`config.mk`:
```
export PLATFORM = sky130hd
export DESIGN_NAME = cpu_multicycle_param
export DESIGN_NICKNAME = d
export VERILOG_FILES = /design/src/rtl/cpu_multicycle_param.sv
export SDC_FILE = /design/constraint.sdc
export NUM_CORES = 1
export LEC_CHECK = 0
export CAP_MARGIN = 0
export CELL_PAD_IN_SITES_DETAIL_PLACEMENT = 1
export CELL_PAD_IN_SITES_GLOBAL_PLACEMENT = 1
export CORE_MARGIN = 2
export CORE_UTILIZATION = 40
export DETAILED_ROUTE_END_ITERATION = 8
export PLACE_DENSITY = 0.69
export RECOVER_POWER = 100
export SYNTH_ARGS = -nofsm -noshare
export SYNTH_HDL_FRONTEND = slang
export SYNTH_SLANG_ARGS = --single-unit
```
`constraint.sdc`:
```
create_clock -name clk -period 4.9 [get_ports clk]
set_clock_uncertainty 0.05 [all_clocks]
set_input_delay 0.98 -clock clk [delete_from_list [all_inputs] [get_ports clk]]
set_output_delay 0.98 -clock clk [all_outputs]
set_load 0.02 [all_outputs]
```
`src/rtl/cpu_multicycle_param.sv`:
```
// Multi-cycle CPU: four registers, unified synchronous-read RAM, valid/ready IN/OUT ports.
// The program is written through prog_* while run=0 and the FSM sits in S_FETCH.
//  state    | meaning
//  S_FETCH  | issue RAM read at pc when run=1, otherwise accept program writes
//  S_DECODE | capture RAM read data into ir
//  S_EXEC   | ALU/MOV/jump complete here; LD/ST/IN/OUT/HALT dispatch
//  S_MEM    | ST writes RAM, LD writes rd from the read issued in S_EXEC
//  S_IN     | wait for in_valid, then rd <= in_data
//  S_OUT    | hold out_data/out_valid until out_ready
//  S_HALT   | stopped until reset
module cpu_multicycle_param #(
    parameter int DW = 8,
    parameter int AW = 4
) (
    input  logic            clk,
    input  logic            reset,
    input  logic            run,
    input  logic            prog_we,
    input  logic [AW-1:0]   prog_addr,
    input  logic [DW+5:0]   prog_wdata,
    input  logic [DW-1:0]   in_data,
    input  logic            in_valid,
    output logic            in_ready,
    output logic [DW-1:0]   out_data,
    output logic            out_valid,
    input  logic            out_ready,
    output logic            halted,
    output logic [AW-1:0]   pc,
    output logic [DW+5:0]   ir,
    output logic [2:0]      flags,
    output logic [4*DW-1:0] regs_dbg
);

    localparam int IW    = DW + 6;
    localparam int DEPTH = 1 << AW;

    typedef enum logic [2:0] {
        S_FETCH,
        S_DECODE,
        S_EXEC,
        S_MEM,
        S_IN,
        S_OUT,
        S_HALT
    } state_e;

    typedef enum logic [3:0] {
        OP_NOP  = 4'd0,
        OP_ADD  = 4'd1,
        OP_SUB  = 4'd2,
        OP_AND  = 4'd3,
        OP_OR   = 4'd4,
        OP_ADDI = 4'd5,
        OP_LD   = 4'd6,
        OP_ST   = 4'd7,
        OP_JMP  = 4'd8,
        OP_JZ   = 4'd9,
        OP_JC   = 4'd10,
        OP_JN   = 4'd11,
        OP_IN   = 4'd12,
        OP_OUT  = 4'd13,
        OP_MOV  = 4'd14,
        OP_HALT = 4'd15
    } op_e;

    state_e          state_q, state_d;
    logic [AW-1:0]   pc_q, pc_d, pc_inc;
    logic [IW-1:0]   ir_q;
    logic [DW-1:0]   regs_q [4];
    logic [2:0]      flags_q;
    logic [DW-1:0]   out_data_q;

    logic [IW-1:0]   mem [DEPTH];
    logic [IW-1:0]   mem_rdata;
    logic            mem_re, mem_we;
    logic [AW-1:0]   mem_ra, mem_wa;
    logic [IW-1:0]   mem_wd;

    op_e             op;
    logic [1:0]      rd_sel, rb_sel;
    logic [DW-1:0]   f_imm, rd_val, rb_val;
    logic [AW-1:0]   j_addr;

    logic [DW:0]     alu_wide;
    logic [DW-1:0]   alu_res;
    logic            alu_cf;
    logic [2:0]      alu_flags;
    logic            jump_taken;

    logic            ir_load, reg_we, flag_we, out_load;
    logic [DW-1:0]   reg_wd;

    assign op     = op_e'(ir_q[IW-1:IW-4]);
    assign rd_sel = ir_q[IW-5:IW-6];
    assign f_imm  = ir_q[DW-1:0];
    assign rb_sel = f_imm[DW-1:DW-2];
    assign j_addr = f_imm[AW-1:0];
    assign rd_val = regs_q[rd_sel];
    assign rb_val = regs_q[rb_sel];
    assign pc_inc = pc_q + AW'(1);

    always_comb begin
        alu_wide = '0;
        alu_cf   = 1'b0;
        case (op)
            OP_ADD:  alu_wide = {1'b0, rd_val} + {1'b0, rb_val};
            OP_SUB:  alu_wide = {1'b0, rd_val} - {1'b0, rb_val};
            OP_AND:  alu_wide = {1'b0, rd_val & rb_val};
            OP_OR:   alu_wide = {1'b0, rd_val | rb_val};
            OP_ADDI: alu_wide = {1'b0, rd_val} + {1'b0, f_imm};
            default: alu_wide = '0;
        endcase
        alu_res = alu_wide[DW-1:0];
        if (op == OP_ADD || op == OP_ADDI) begin
            alu_cf = alu_wide[DW];
        end else if (op == OP_SUB) begin
            alu_cf = (rd_val < rb_val);
        end
        alu_flags = {alu_cf, alu_res[DW-1], (alu_res == '0)};
    end

    // Conditional jumps see the flags left by the most recent ALU instruction.
    always_comb begin
        jump_taken = 1'b0;
        case (op)
            OP_JMP:  jump_taken = 1'b1;
            OP_JZ:   jump_taken = flags_q[0];
            OP_JC:   jump_taken = flags_q[2];
            OP_JN:   jump_taken = flags_q[1];
            default: jump_taken = 1'b0;
        endcase
    end

    always_comb begin
        state_d  = state_q;
        pc_d     = pc_q;
        ir_load  = 1'b0;
        reg_we   = 1'b0;
        reg_wd   = alu_res;
        flag_we  = 1'b0;
        out_load = 1'b0;
        mem_re   = 1'b0;
        mem_ra   = pc_q;
        mem_we   = 1'b0;
        mem_wa   = j_addr;
        mem_wd   = {{(IW-DW){1'b0}}, rd_val};

        case (state_q)
            S_FETCH: begin
                if (run) begin
                    mem_re  = 1'b1;
                    state_d = S_DECODE;
                end else if (prog_we) begin
                    mem_we = 1'b1;
                    mem_wa = prog_addr;
                    mem_wd = prog_wdata;
                end
            end

            S_DECODE: begin
                ir_load = 1'b1;
                state_d = S_EXEC;
            end

            S_EXEC: begin
                state_d = S_FETCH;
                case (op)
                    OP_ADD, OP_SUB, OP_AND, OP_OR, OP_ADDI: begin
                        reg_we  = 1'b1;
                        flag_we = 1'b1;
                        pc_d    = pc_inc;
                    end
                    OP_MOV: begin
                        reg_we = 1'b1;
                        reg_wd = f_imm;
                        pc_d   = pc_inc;
                    end
                    OP_JMP, OP_JZ, OP_JC, OP_JN: begin
                        pc_d = jump_taken ? j_addr : pc_inc;
                    end
                    OP_LD: begin
                        mem_re  = 1'b1;
                        mem_ra  = j_addr;
                        state_d = S_MEM;
                    end
                    OP_ST:   state_d = S_MEM;
                    OP_IN:   state_d = S_IN;
                    OP_OUT: begin
                        out_load = 1'b1;
                        state_d  = S_OUT;
                    end
                    OP_HALT: state_d = S_HALT;
                    default: pc_d = pc_inc;
                endcase
            end

            S_MEM: begin
                if (op == OP_ST) begin
                    mem_we = 1'b1;
                end else begin
                    reg_we = 1'b1;
                    reg_wd = mem_rdata[DW-1:0];
                end
                pc_d    = pc_inc;
                state_d = S_FETCH;
            end

            S_IN: begin
                if (in_valid) begin
                    reg_we  = 1'b1;
                    reg_wd  = in_data;
                    pc_d    = pc_inc;
                    state_d = S_FETCH;
                end
            end

            S_OUT: begin
                if (out_ready) begin
                    pc_d    = pc_inc;
                    state_d = S_FETCH;
                end
            end

            S_HALT:  state_d = S_HALT;

            default: state_d = S_FETCH;
        endcase
    end

    always_ff @(posedge clk or negedge reset) begin
        if (!reset) begin
            state_q    <= S_FETCH;
            pc_q       <= '0;
            ir_q       <= '0;
            flags_q    <= '0;
            out_data_q <= '0;
            for (int i = 0; i < 4; i++) begin
                regs_q[i] <= '0;
            end
        end else begin
            state_q <= state_d;
            pc_q    <= pc_d;
            if (ir_load) begin
                ir_q <= mem_rdata;
            end
            if (reg_we) begin
                regs_q[rd_sel] <= reg_wd;
            end
            if (flag_we) begin
                flags_q <= alu_flags;
            end
            if (out_load) begin
                out_data_q <= rd_val;
            end
        end
    end

    // RAM keeps its contents across reset; reads return data one cycle later.
    always_ff @(posedge clk) begin
        if (mem_we) begin
            mem[mem_wa] <= mem_wd;
        end
        if (mem_re) begin
            mem_rdata <= mem[mem_ra];
        end
    end

    assign in_ready  = (state_q == S_IN);
    assign out_valid = (state_q == S_OUT);
    assign halted    = (state_q == S_HALT);
    assign out_data  = out_data_q;
    assign pc        = pc_q;
    assign ir        = ir_q;
    assign flags     = flags_q;
    assign regs_dbg  = {regs_q[3], regs_q[2], regs_q[1], regs_q[0]};

endmodule
```
Yosys cells after proc, flatten, opt, wreduce, memory -nomap -nowiden
Memory sizes are Yosys's and may differ from the RTL's. A register that Yosys moved wholly into a read port is not among the register bits.
Cells that the tools add are included.

storage, ports and cells
  flip-flop bits (word level) = 64
  bits in writable memories = 224
  input port bits = 32
  output and inout bits = 64
  word-level logic and storage cells = 112
  memories = 1

operators by class
  $add $sub $neg = 4
  order comparisons = 4
  equality and inequality tests = 25
  mux-type cells = 53
  bitwise gates (word level) = 4
  reductions and logical operators = 12

memories
  name  depth  bits a word  rd ports  clocked after memory_dff  wr ports  RTL line  source
  mem   16     14           1         1                         1         73        logic [IW-1:0] mem [DEPTH];

operators by type and width
  cell                  count
  $mux W8               8
  $pmux W9 S5           1
  $mux W14              3
  $bmux W8 S2           2
  $bwmux W32            1
  $eq A4 B4 Y1 const B  8
  $mux W4               8
  $pmux W8 S3           1
  $add A8 B8 Y9         2
  $pmux W3 S6           1
  $mux W1               17
  $demux W8 S2          1
  $eq A4 B3 Y1 const B  4
  $pmux W4 S4           1
  $pmux W3 S4           1
  $reduce_or A5 Y1      2
  $eq A3 B3 Y1 const B  3
  $mux W3               3
  $sub A8 B8 Y9         1
  $and A8 B8 Y8         1
  $eq A4 B2 Y1 const B  2
  $logic_not A8 Y1      1
  $lt A8 B8 Y1          1
  $or A8 B8 Y8          1
  other kinds (22)      28

Longest topological paths before layout
Gate-level depths: netlist of the first run.

  depth in word-level cells = 9
  depth in mapped cells = 16
  mapped depth without buffers = 14

Worst setup path after synthesis of the first run
No wires, ideal clock.

  path kind = reg-to-reg
  start point = register ir_q[12], in the netlist ir[12]
  end point = register regs_q, in the netlist regs_dbg[6]
  library setup time = 137 ps
  data arrival time = 3,649 ps
  required time = 4,713 ps
  slack = 1,064 ps
  cell stages (with the launch flop) = 17
  path buffers = 2
  period minus slack after synthesis = 3,836 ps
  cell sequence = dfrtp_1 -> clkbuf_1 -> inv_1 -> nor4_1 -> clkbuf_1 -> nand2_1 -> o21ai_0 -> ha_1 -> inv_1 -> fa_1 -> nor2b_1 -> o31ai_1 -> a21oi_1 -> xor2_1 -> a221oi_1 -> o21a_1 -> a21oi_1

between the ends
  longest elaborated chain between the ends = 5
  elaborated cells on any way between the ends = 17
  classes of those cells = eq/ne: 7; mux: 9; reduce/logical: 1

ends and longest elaborated chain
  item                                        RTL line       source
  start: declaration                          68             logic [IW-1:0] ir_q;
  start signal: assignment                    244            ir_q <= mem_rdata;
  $eq A4 B3 Y1, or another cell as far along  105, 167
  $pmux W9 S5                                 105            case (op)
  $mux W8 (on tied branches)                  209, 167, 198
  $pmux W8 S3                                 148            case (state_q)
  $bwmux W32                                  247            regs_q[rd_sel] <= reg_wd;
  end signal: indexed assignment              247
  end: declaration                            69             logic [DW-1:0] regs_q [4];

Several ways; a longest one is shown, not always the timed one.
A chain may end at the register's enable or synchronous reset.

Final worst setup path of the first run
  start point = register state_q[2]
  end point = register mem_rdata[6] (read register of mem), data pin

between the ends
  longest elaborated chain between the ends = 2
  elaborated cells on any way between the ends = 4
  classes of those cells = eq/ne: 1; mux: 2; reduce/logical: 1

ends and longest elaborated chain
  item                                                     RTL line  source
  start: declaration                                       66        state_e state_q, state_d;
  start signal: assignment                                 241       state_q <= state_d;
  $eq A3 B2 Y1 / $logic_not A3 Y1 (equally long branches)  148
  $pmux W1 S2 / $mux W4 (equally long branches)            148
  end: declaration                                         74        logic [IW-1:0] mem_rdata;

Several ways; a longest one is shown, not always the timed one.

==> flow_summary.toml, run 1 <==
[run_status]
status = "finished, violations left"
violations = "max-capacitance violations, max-slew violations"

[worst_setup_path]
critPathSlowestCell = "nor4_2"
reg2reg_slack_ns = 0.53
reg2reg_depth = 9
critPathLaunch = "state_q[2]"
required_ns = 5.10
r2r_end = "mem_rdata[6]"
max_stage_delay_ns = 0.70
r2r_start = "state_q[2]"
end_kind = "register"
worstSetupPathType = "reg -> reg"
startpoint_type = "register"
arrival_ns = 4.58
crit_fanout = 38
path_cells = "or2_0 > nor4_2 > buf_4 > clkbuf_2 > nor4b_1 > a41oi_1 > buf_4 > o22ai_1 > or4_1"
path_common_cell = "buf_4"

[sta]
setup_viol = 0
slew_headroom_pct = -47.37
tightestPinTransition_ns = 2.211
rsz0062_at_grt = "false"
min_period_ns = 4.373
fin_hold_ws_ns = 0.4516
fin_ws_ns = 0.5268
fmax_mhz = 228.7
hold_viol = 0
fin_setup_tns_ns = 0
post-route-period-util_pct = 89.25
final_max_slew_viol_count = 140

[route]
drt_wl_total_um = 45810
post-route-drc-count = 0
ant_nets = 0
post_drt_wl_per_cell_um = 25.91
drtIter0Drc = 959
firstDrtPassIters = 5
via_per_inst = 5.963
via_count = 10540

[yosys]
ys_ff_latch = 302
synthTopCellsByCount = "238 x edfxtp_1, 90 x mux2i_1, 86 x nor2_1, 85 x a21oi_1, 69 x nand2_1"
synth-edff-count = 238
yosys_warnings = 0
yosysTopAreaCell = "edfxtp_1"
synth.area.top_cells = "edfxtp_1 49%, dfrtp_1 11%, mux2i_1 6.2%"
synth_cells = 1167
avgSynthCellArea_um2 = 12.51
ys.flop_type = "edfxtp_1"
seq_area_frac_synth_pct = 59.93
syn_area_um2 = 14600
yosysTopAreaCellShare_pct = 48.96
synth_cell_types = 71
async_reset_ff_share_pct = 21.19
yosysMostFrequentCell = "edfxtp_1"
syn-num-nets = 1234

[final_layout]
multi_input_area_um2 = 5405
fin_nets = 1351
fill_cells = 3684
drive_gt1_share_pct = 8.652
area_growth_pct = 17.85
regArea_um2 = 8748

[power_and_ir_drop]
p_clk_share_pct = 18.5
p_per_area_nw_per_um2 = 748.3
p_sw_mw = 5.533
irDropWorstVdd_mv = 0.2555
power_leakage_nw = 6.228
combPwrFrac_pct = 49.8
sw_frac_of_total_pct = 42.98
internal_power_mw = 7.340
seqPwrFrac_pct = 31.7

[clock_tree]
clockRootBuffer = "clkbuf_16"
clk_path_buf_depth = 3
clock_latency_ns = 0.53
cts.reportedPaths.clkPinSlew_ns = 0.06
htree_levels = 2
post_cts_buffers = 0
numCtsBuffers = 35
cts_tree = "built"
cts_sinks = 302
cts_resized = 0
cts_hold_buf = 0

[placed_design]
hpwl_um = 31050
portBuffers = 95
pre_cts_slack_ns = 0.8120
gp_congestion = 0.8907

[die]
die_area_um2 = 38040
die_w_um = 195.0
rows = 69
die_h_um = 195.0
core-area_um2 = 35740
start_util_pct = 40.84
io_pins = 96

[flow_run]
maxCapViolations = 5

[global_route]
grt_pass1_vias = 10990
grt_pass1_wl_um = 69380
grt_util_met2_pct = 38.64
grt_overflow = 0
grt_max_degree = 39
grt_use_met1_pct = 34.45
track_usage_pct = 24.32
grt_use_met3_pct = 4.059
antenna_found_initial = 0
gr-max-usage-layer = "met2"

[min_path]
hold_path.class = "reg -> reg"
holdPathStages = 1
hold_path_end = "out_data[2]"
hold_path.startpoint = "out_data[2]"
[power groups by stage]
stage | logic, mW | registers [mW] | clock network, mW
2_1_floorplan | 4.08 | 4.04 | 0
3_3_place_gp | 6.34 | 4.11 | 0
3_5_place_dp | 6.49 | 4.13 | 0
4_1_cts | 6.53 | 4.08 | 2.43
5_1_grt | 6.96 | 4.14 | 2.53
6_report | 6.41 | 4.08 | 2.39
[layout make-up]
class | instances | area share [%]
Clock inverter | 9 | 0.5018
Inverter | 44 | 0.9600
Sequential cell | 302 | 50.85
Clock buffer | 50 | 5.535
Timing Repair Buffer | 152 | 7.367
Multi-Input combinational cell | 749 | 31.42
Tap cell | 461 | 3.353
Antenna cell | 1 | 0.01455
[metrics by stage]
step	area, um2	utilization, %	power (mW)	instances
after global placement	16320	45.66	10.45	1708
after CTS	17360	48.56	13.03	1767
final	17200	48.13	12.87	1768
after detailed placement	16320	45.66	10.61	1708
after global routing	17200	48.13	13.62	1767
after floorplan	14600	-	8.113	1167
[critical path: cells and delay by family (launching register included)]
family	cells	cell delay (ns)
and+or+nand+nor	4	1.63
buffers and inverters	3	1.46
DFF	1	0.53
AOI/OAI and AO/OA	2	0.39
[layout by cell type (no fill, tap or decap), drive strengths merged, types with 44 or more instances in the layout]
| cell | netlist | final |
|---|---|---|
| edfxtp | 238 | 238 |
| clkbuf | 50 | 86 |
| o21ai | 56 | 56 |
| o22ai | 56 | 56 |
| nor2 | 86 | 86 |
| nand2 | 69 | 69 |
| dlygate4sd3 | 0 | 62 |
| a21oi | 86 | 86 |
| mux2i | 90 | 90 |
| dfrtp | 64 | 64 |
| inv | 43 | 44 |
[layer usage]
metal	routed length (um)	share of wire, %	up-vias
met2	21360	47	339
met1	20430	45	5426
met5	0	0	-
met3	2927	6.4	63
li1	-	-	4715
met4	1094	2.4	0
[flip-flops by register name, indices dropped and copies added, names as in the netlist]
| name | count |
|---|---|
| state_q | 3 |
| mem | 224 |
| mem_rdata | 14 |
| ir | 14 |
| regs_dbg | 32 |
| out_data | 8 |
| flags | 3 |
| pc | 4 |
[cell families (layout without fill, tap and decap cells)]
| family | Yosys count | after routing | synth area share [%] |
|---|---|---|---|
| AO/OA/AOI/OAI | 310 | 310 | 13.89 |
| flip-flops | 302 | 302 | 59.93 |
| AND/OR/NAND/NOR | 270 | 270 | 9.248 |
| multiplexers | 124 | 124 | 10.11 |
| buffers and inverters | 116 | 255 | 3.128 |
| adder cells (fa/ha/maj) | 35 | 35 | 3.103 |
| XOR/XNOR | 10 | 10 | 0.6000 |
| other | 0 | 1 | 0 |
[worst max-delay path by stage]
stage,slack (ns),cells past startpoint,to
after detailed placement,0.81,10,regs_dbg[5]
after CTS,0.80,10,regs_dbg[5]
after floorplan,1.06,16,regs_dbg[6]
after global placement,0.92,10,regs_dbg[5]
after global routing,0.29,8,mem_rdata[13]
final,0.53,9,mem_rdata[6]
Note: power is estimated with default switching activity, not from simulation.
==> run 2: changes to the inputs <==
==> constraint.sdc (replaced) <==
create_clock -name clk -period 4.9 [get_ports clk]
set_clock_uncertainty 0.05 [all_clocks]
set_input_delay 1.47 -clock clk [delete_from_list [all_inputs] [get_ports clk]]
set_output_delay 1.47 -clock clk [all_outputs]
set_load 0.02 [all_outputs]
==> run 2 against run 1 <==
Against the previous run: the flow still finishes with violations (max-capacitance violations, max-slew violations); via count fell by 0.54%; die area did not move; final area rose by 0.23%; flip-flop and latch count did not move; setup slack improved by 0.046 ns; highest routed layer unchanged; final cell count did not move; worst hold slack got worse by 0.021 ns; register-to-register slack improved by 0.13 ns; combinational power rose by 2%.
==> flow_summary.toml, run 2 (synthesis results as in run 1) <==
[run_status]
status = "finished, violations left"
violations = "max-capacitance violations, max-slew violations"

[final_layout]
largest_reg_flops = 224
fin_nets = 1350
mostFrequentLayoutCells = "238 x edfxtp_1, 88 x mux2i_1, 86 x nor2_1"
largest_register = "mem"
diodes = 0
area_growth_pct = 18.13
drive_gt1_share_pct = 9.181
final_common_cell = "edfxtp_1"
fin_util_pct = 48.25

[route]
wl_met1_um = 20720
top_layer = "met4"
wl_met3_um = 2672
post_drt_wl_per_cell_um = 25.57
post-route-drc-count = 0
ant_nets = 0
drtIter0Drc = 827
firstDrtPassIters = 8
via_count = 10490
via_per_inst = 5.931
dr_wl_met2_um = 20920
drt_wl_total_um = 45210

[min_path]
holdPathStages = 1
hold_path.class = "reg -> reg"
hold_path_end = "ir[13]"
hold_path.startpoint = "mem_rdata[13]"

[clock_tree]
numCtsBuffers = 34
cts.reportedPaths.clkPinSlew_ns = 0.05
clock_latency_ns = 0.52
clk_path_buf_depth = 3
cts_hold_buf = 0
cts_sinks = 302
htree_levels = 2
cts_tree = "built"
cts_resized = 0
post_cts_buffers = 0
clockRootBuffer = "clkbuf_16"

[worst_setup_path]
max_stage_delay_ns = 1.08
end_kind = "primary output"
reg2reg_depth = 7
path_cells = "clkbuf_1 > clkdlybuf4s50_1"
reg2reg_slack_ns = 0.66
r2r_end = "regs_dbg[20]"
worstSetupPathType = "reg -> out"
crit_fanout = 23
required_ns = 3.38
r2r_start = "ir[13]"
critPathSlowestCell = "clkbuf_1"
arrival_ns = 2.81
startpoint_type = "register"

[power_and_ir_drop]
power_leakage_nw = 6.263
irDropWorstVdd_mv = 0.3237
p_per_area_nw_per_um2 = 751.0
power_mw = 12.95

[sta]
min_period_ns = 4.327
setup_viol = 0
fmax_mhz = 231.1
hold_viol = 0
tightestPinTransition_ns = 2.746
post-route-period-util_pct = 88.31
final_max_slew_viol_count = 68
fin_setup_tns_ns = 0
slew_headroom_pct = -83.05
rsz0062_at_grt = "false"

[global_route]
grt_pass1_wl_um = 68010
grt_max_degree = 68
grt_overflow = 0
track_usage_pct = 23.75
grt_pass1_vias = 10800
antenna_found_initial = 1

[die]
core-area_um2 = 35740
die_h_um = 195.0
die_w_um = 195.0
rows = 69
io_pins = 96
start_util_pct = 40.84
die_area_um2 = 38040

[placed_design]
gp_congestion = 0.8653
portBuffers = 95
hpwl_um = 30510

[flow_run]
maxCapViolations = 3
==> run 2: stage by stage <==
stage	hold slack [ns]	setup WS, ns	cells	instance area [um2]
finish	0.4306	0.5727	1768	17240
global route	0.4661	0.3770	1768	17240
CTS	0.4345	0.9261	1768	17370
detailed placement	0.4212	0.8191	1708	16320
global placement	0.4169	0.9454	1708	16320
floorplan	0.3760	1.064	1167	14600
==> run 2: power by group <==
part | switching [mW] | internal [mW]
clock | 1.00 | 1.41
combinational | 4.05 | 2.48
sequential | 0.508 | 3.51
total | 5.56 | 7.39
==> run 2: metal layers <==
layer / global-route usage, % / vias to the layer above
met1: 34.49 / 5391
met2: 38.04 / 337
li1: - / 4708
met3: 2.936 / 50
met5: 0 / -
met4: 5.909 / 0
==> run 2: area by class of cell <==
type	instances	area, um2
Timing Repair Buffer	152	1282
Tap cell	461	576.8
Clock buffer	48	944.7
Multi-Input combinational cell	749	5419
Inverter	44	165.2
Clock inverter	12	107.6
Sequential cell	302	8748
Fill cell	3721	18500
==> run 2: worst max-delay path, delay by kind of cell (launching register included) <==
kind     cells  cell delay, ns
flops        1            0.40
buf+inv      2            1.89
==> run 2: worst max-delay path by stage <==
stage              from           end  slack [ns]  cells after the start
6_report          ir[1]         ir[1]        0.57                      2
5_1_grt          ir[13]  regs_dbg[22]        0.38                      8
4_1_cts           ir[8]  regs_dbg[21]        0.93                     10
3_5_place_dp   in_valid  regs_dbg[20]        0.82                      6
3_3_place_gp   in_valid  regs_dbg[21]        0.95                      6
2_1_floorplan    ir[12]   regs_dbg[6]        1.06                     16
==> run 3: changes to the inputs <==
Settings changed: CAP_MARGIN 0 to 30.
==> run 3 against run 2 <==
Against the previous run: the run still ends with max-capacitance violations, max-slew violations left; maximum frequency is 2.1% lower; routed wire length is 1.0% higher; clock power is 2% higher; sequential share of layout area is 0.20 points lower; combinational power hardly changed; die area stayed put; setup slack worse by 0.095 ns; via count is 0.13% lower; critical path depth stayed put; register-to-register slack better by 0.04 ns; flip-flop and latch count stayed put.
==> flow_summary.toml, run 3 (synthesis results as in run 1) <==
[final_layout]
multi_input_area_um2 = 5424
fin_cells = 1777
mostFrequentLayoutCells = "238 x edfxtp_1, 88 x mux2i_1, 86 x nor2_1"
final_common_cell = "edfxtp_1"
largest_reg_flops = 224
fin_nets = 1354
fill_cells = 3749
largest_register = "mem"
drive_gt1_share_pct = 10.27
fin_util_pct = 48.44
regArea_um2 = 8748
area_growth_pct = 18.60

[clock_tree]
clockRootBuffer = "clkbuf_16"
cts_tree = "built"
cts_hold_buf = 0
cts.reportedPaths.clkPinSlew_ns = 0.06
htree_levels = 2
cts_sinks = 302
clk_path_buf_depth = 3
numCtsBuffers = 35
post_cts_buffers = 0
cts_resized = 0
clock_latency_ns = 0.53

[worst_setup_path]
end_kind = "primary output"
path_cells = "clkbuf_1 > clkdlybuf4s50_1"
required_ns = 3.38
reg2reg_depth = 8
path_buf_inv = 2
crit_end = "ir[1]"
critPathLaunch = "ir[1]"
reg2reg_slack_ns = 0.70
worstSetupPathType = "reg -> out"
critPathSlowestCell = "clkbuf_1"
crit_fanout = 23
arrival_ns = 2.90
startpoint_type = "register"
r2r_end = "mem_rdata[5]"
r2r_start = "ir[13]"
max_stage_delay_ns = 1.13
critPathTopFamily = "buffers and inverters"
crit_cells = 2

[sta]
min_period_ns = 4.422
post-route-period-util_pct = 90.25
fmax_mhz = 226.1
final_max_slew_viol_count = 65
setup_viol = 0
fin_setup_tns_ns = 0
slew_headroom_pct = -15.93
rsz0062_at_grt = "false"
tightestPinTransition_ns = 1.739
hold_viol = 0

[global_route]
grt_pass1_vias = 10900
grt_use_met1_pct = 34.68
gr-max-usage-layer = "met2"
grt_use_met3_pct = 3.074
track_usage_pct = 24.05
grt_max_degree = 68
grt_pass1_wl_um = 68790
grt_overflow = 0
grt_util_met2_pct = 37.98
antenna_found_initial = 4

[placed_design]
portBuffers = 95
hpwl_um = 30680
gp_congestion = 0.8653
place_inst = 1711

[die]
start_util_pct = 40.84
rows = 69
die_w_um = 195.0
core-area_um2 = 35740
die_area_um2 = 38040
die_h_um = 195.0
io_pins = 96

[min_path]
hold_path.class = "reg -> reg"

[route]
via_per_inst = 5.893
drtIter0Drc = 894
via_count = 10470
firstDrtPassIters = 6
drt_wl_total_um = 45670
post_drt_wl_per_cell_um = 25.70
ant_nets = 0
post-route-drc-count = 0

[run_status]
status = "finished, violations left"
violations = "max-capacitance violations, max-slew violations"

[power_and_ir_drop]
irDropWorstVdd_mv = 0.3198
power_leakage_nw = 6.302
power_mw = 13.02
p_per_area_nw_per_um2 = 752.2

[flow_run]
maxCapViolations = 3
run 3: worst min-delay path by stage:
stage	from	end	slack, ns	cells after the start
floorplan	mem_rdata[10]	ir[10]	0.38	2
global placement	mem_rdata[13]	ir[13]	0.42	1
detailed placement	mem_rdata[13]	ir[13]	0.41	1
CTS	mem_rdata[13]	ir[13]	0.43	1
global route	mem_rdata[13]	ir[13]	0.44	1
finish	mem_rdata[13]	ir[13]	0.43	1
run 3: through the flow:
stage          cell area, um2  hold slack [ns]  worst slack (ns)
2_1_floorplan           14600           0.3760             1.064
3_3_place_gp            16320           0.4169            0.9454
3_5_place_dp            16350           0.4138            0.8269
4_1_cts                 17440           0.4320            0.9074
5_1_grt                 17310           0.4446            0.3843
6_report                17310           0.4311            0.4779
run 3: final cells by class:
class,instances,area share (%)
inverter,44,0.9540
clock inverter,25,1.135
antenna,2,0.02891
timing repair buffer,155,7.545
sequential,302,50.53
tap,461,3.332
multi-input combinational,749,31.33
clock buffer,39,5.146
run 3: per-layer routing:
layer	share of wire [%]	up-vias	routed length, um
met2	46	337	21080
li1	-	4739	-
met1	44	5334	20170
met5	0	-	0
met4	2.4	0	1119
met3	7.2	62	3307
run 3: report_power, final:
part / internal (mW) / switching [mW]
sequential: 3.51 / 0.510
combinational: 2.49 / 4.06
clock: 1.39 / 1.07
total: 7.38 / 5.64
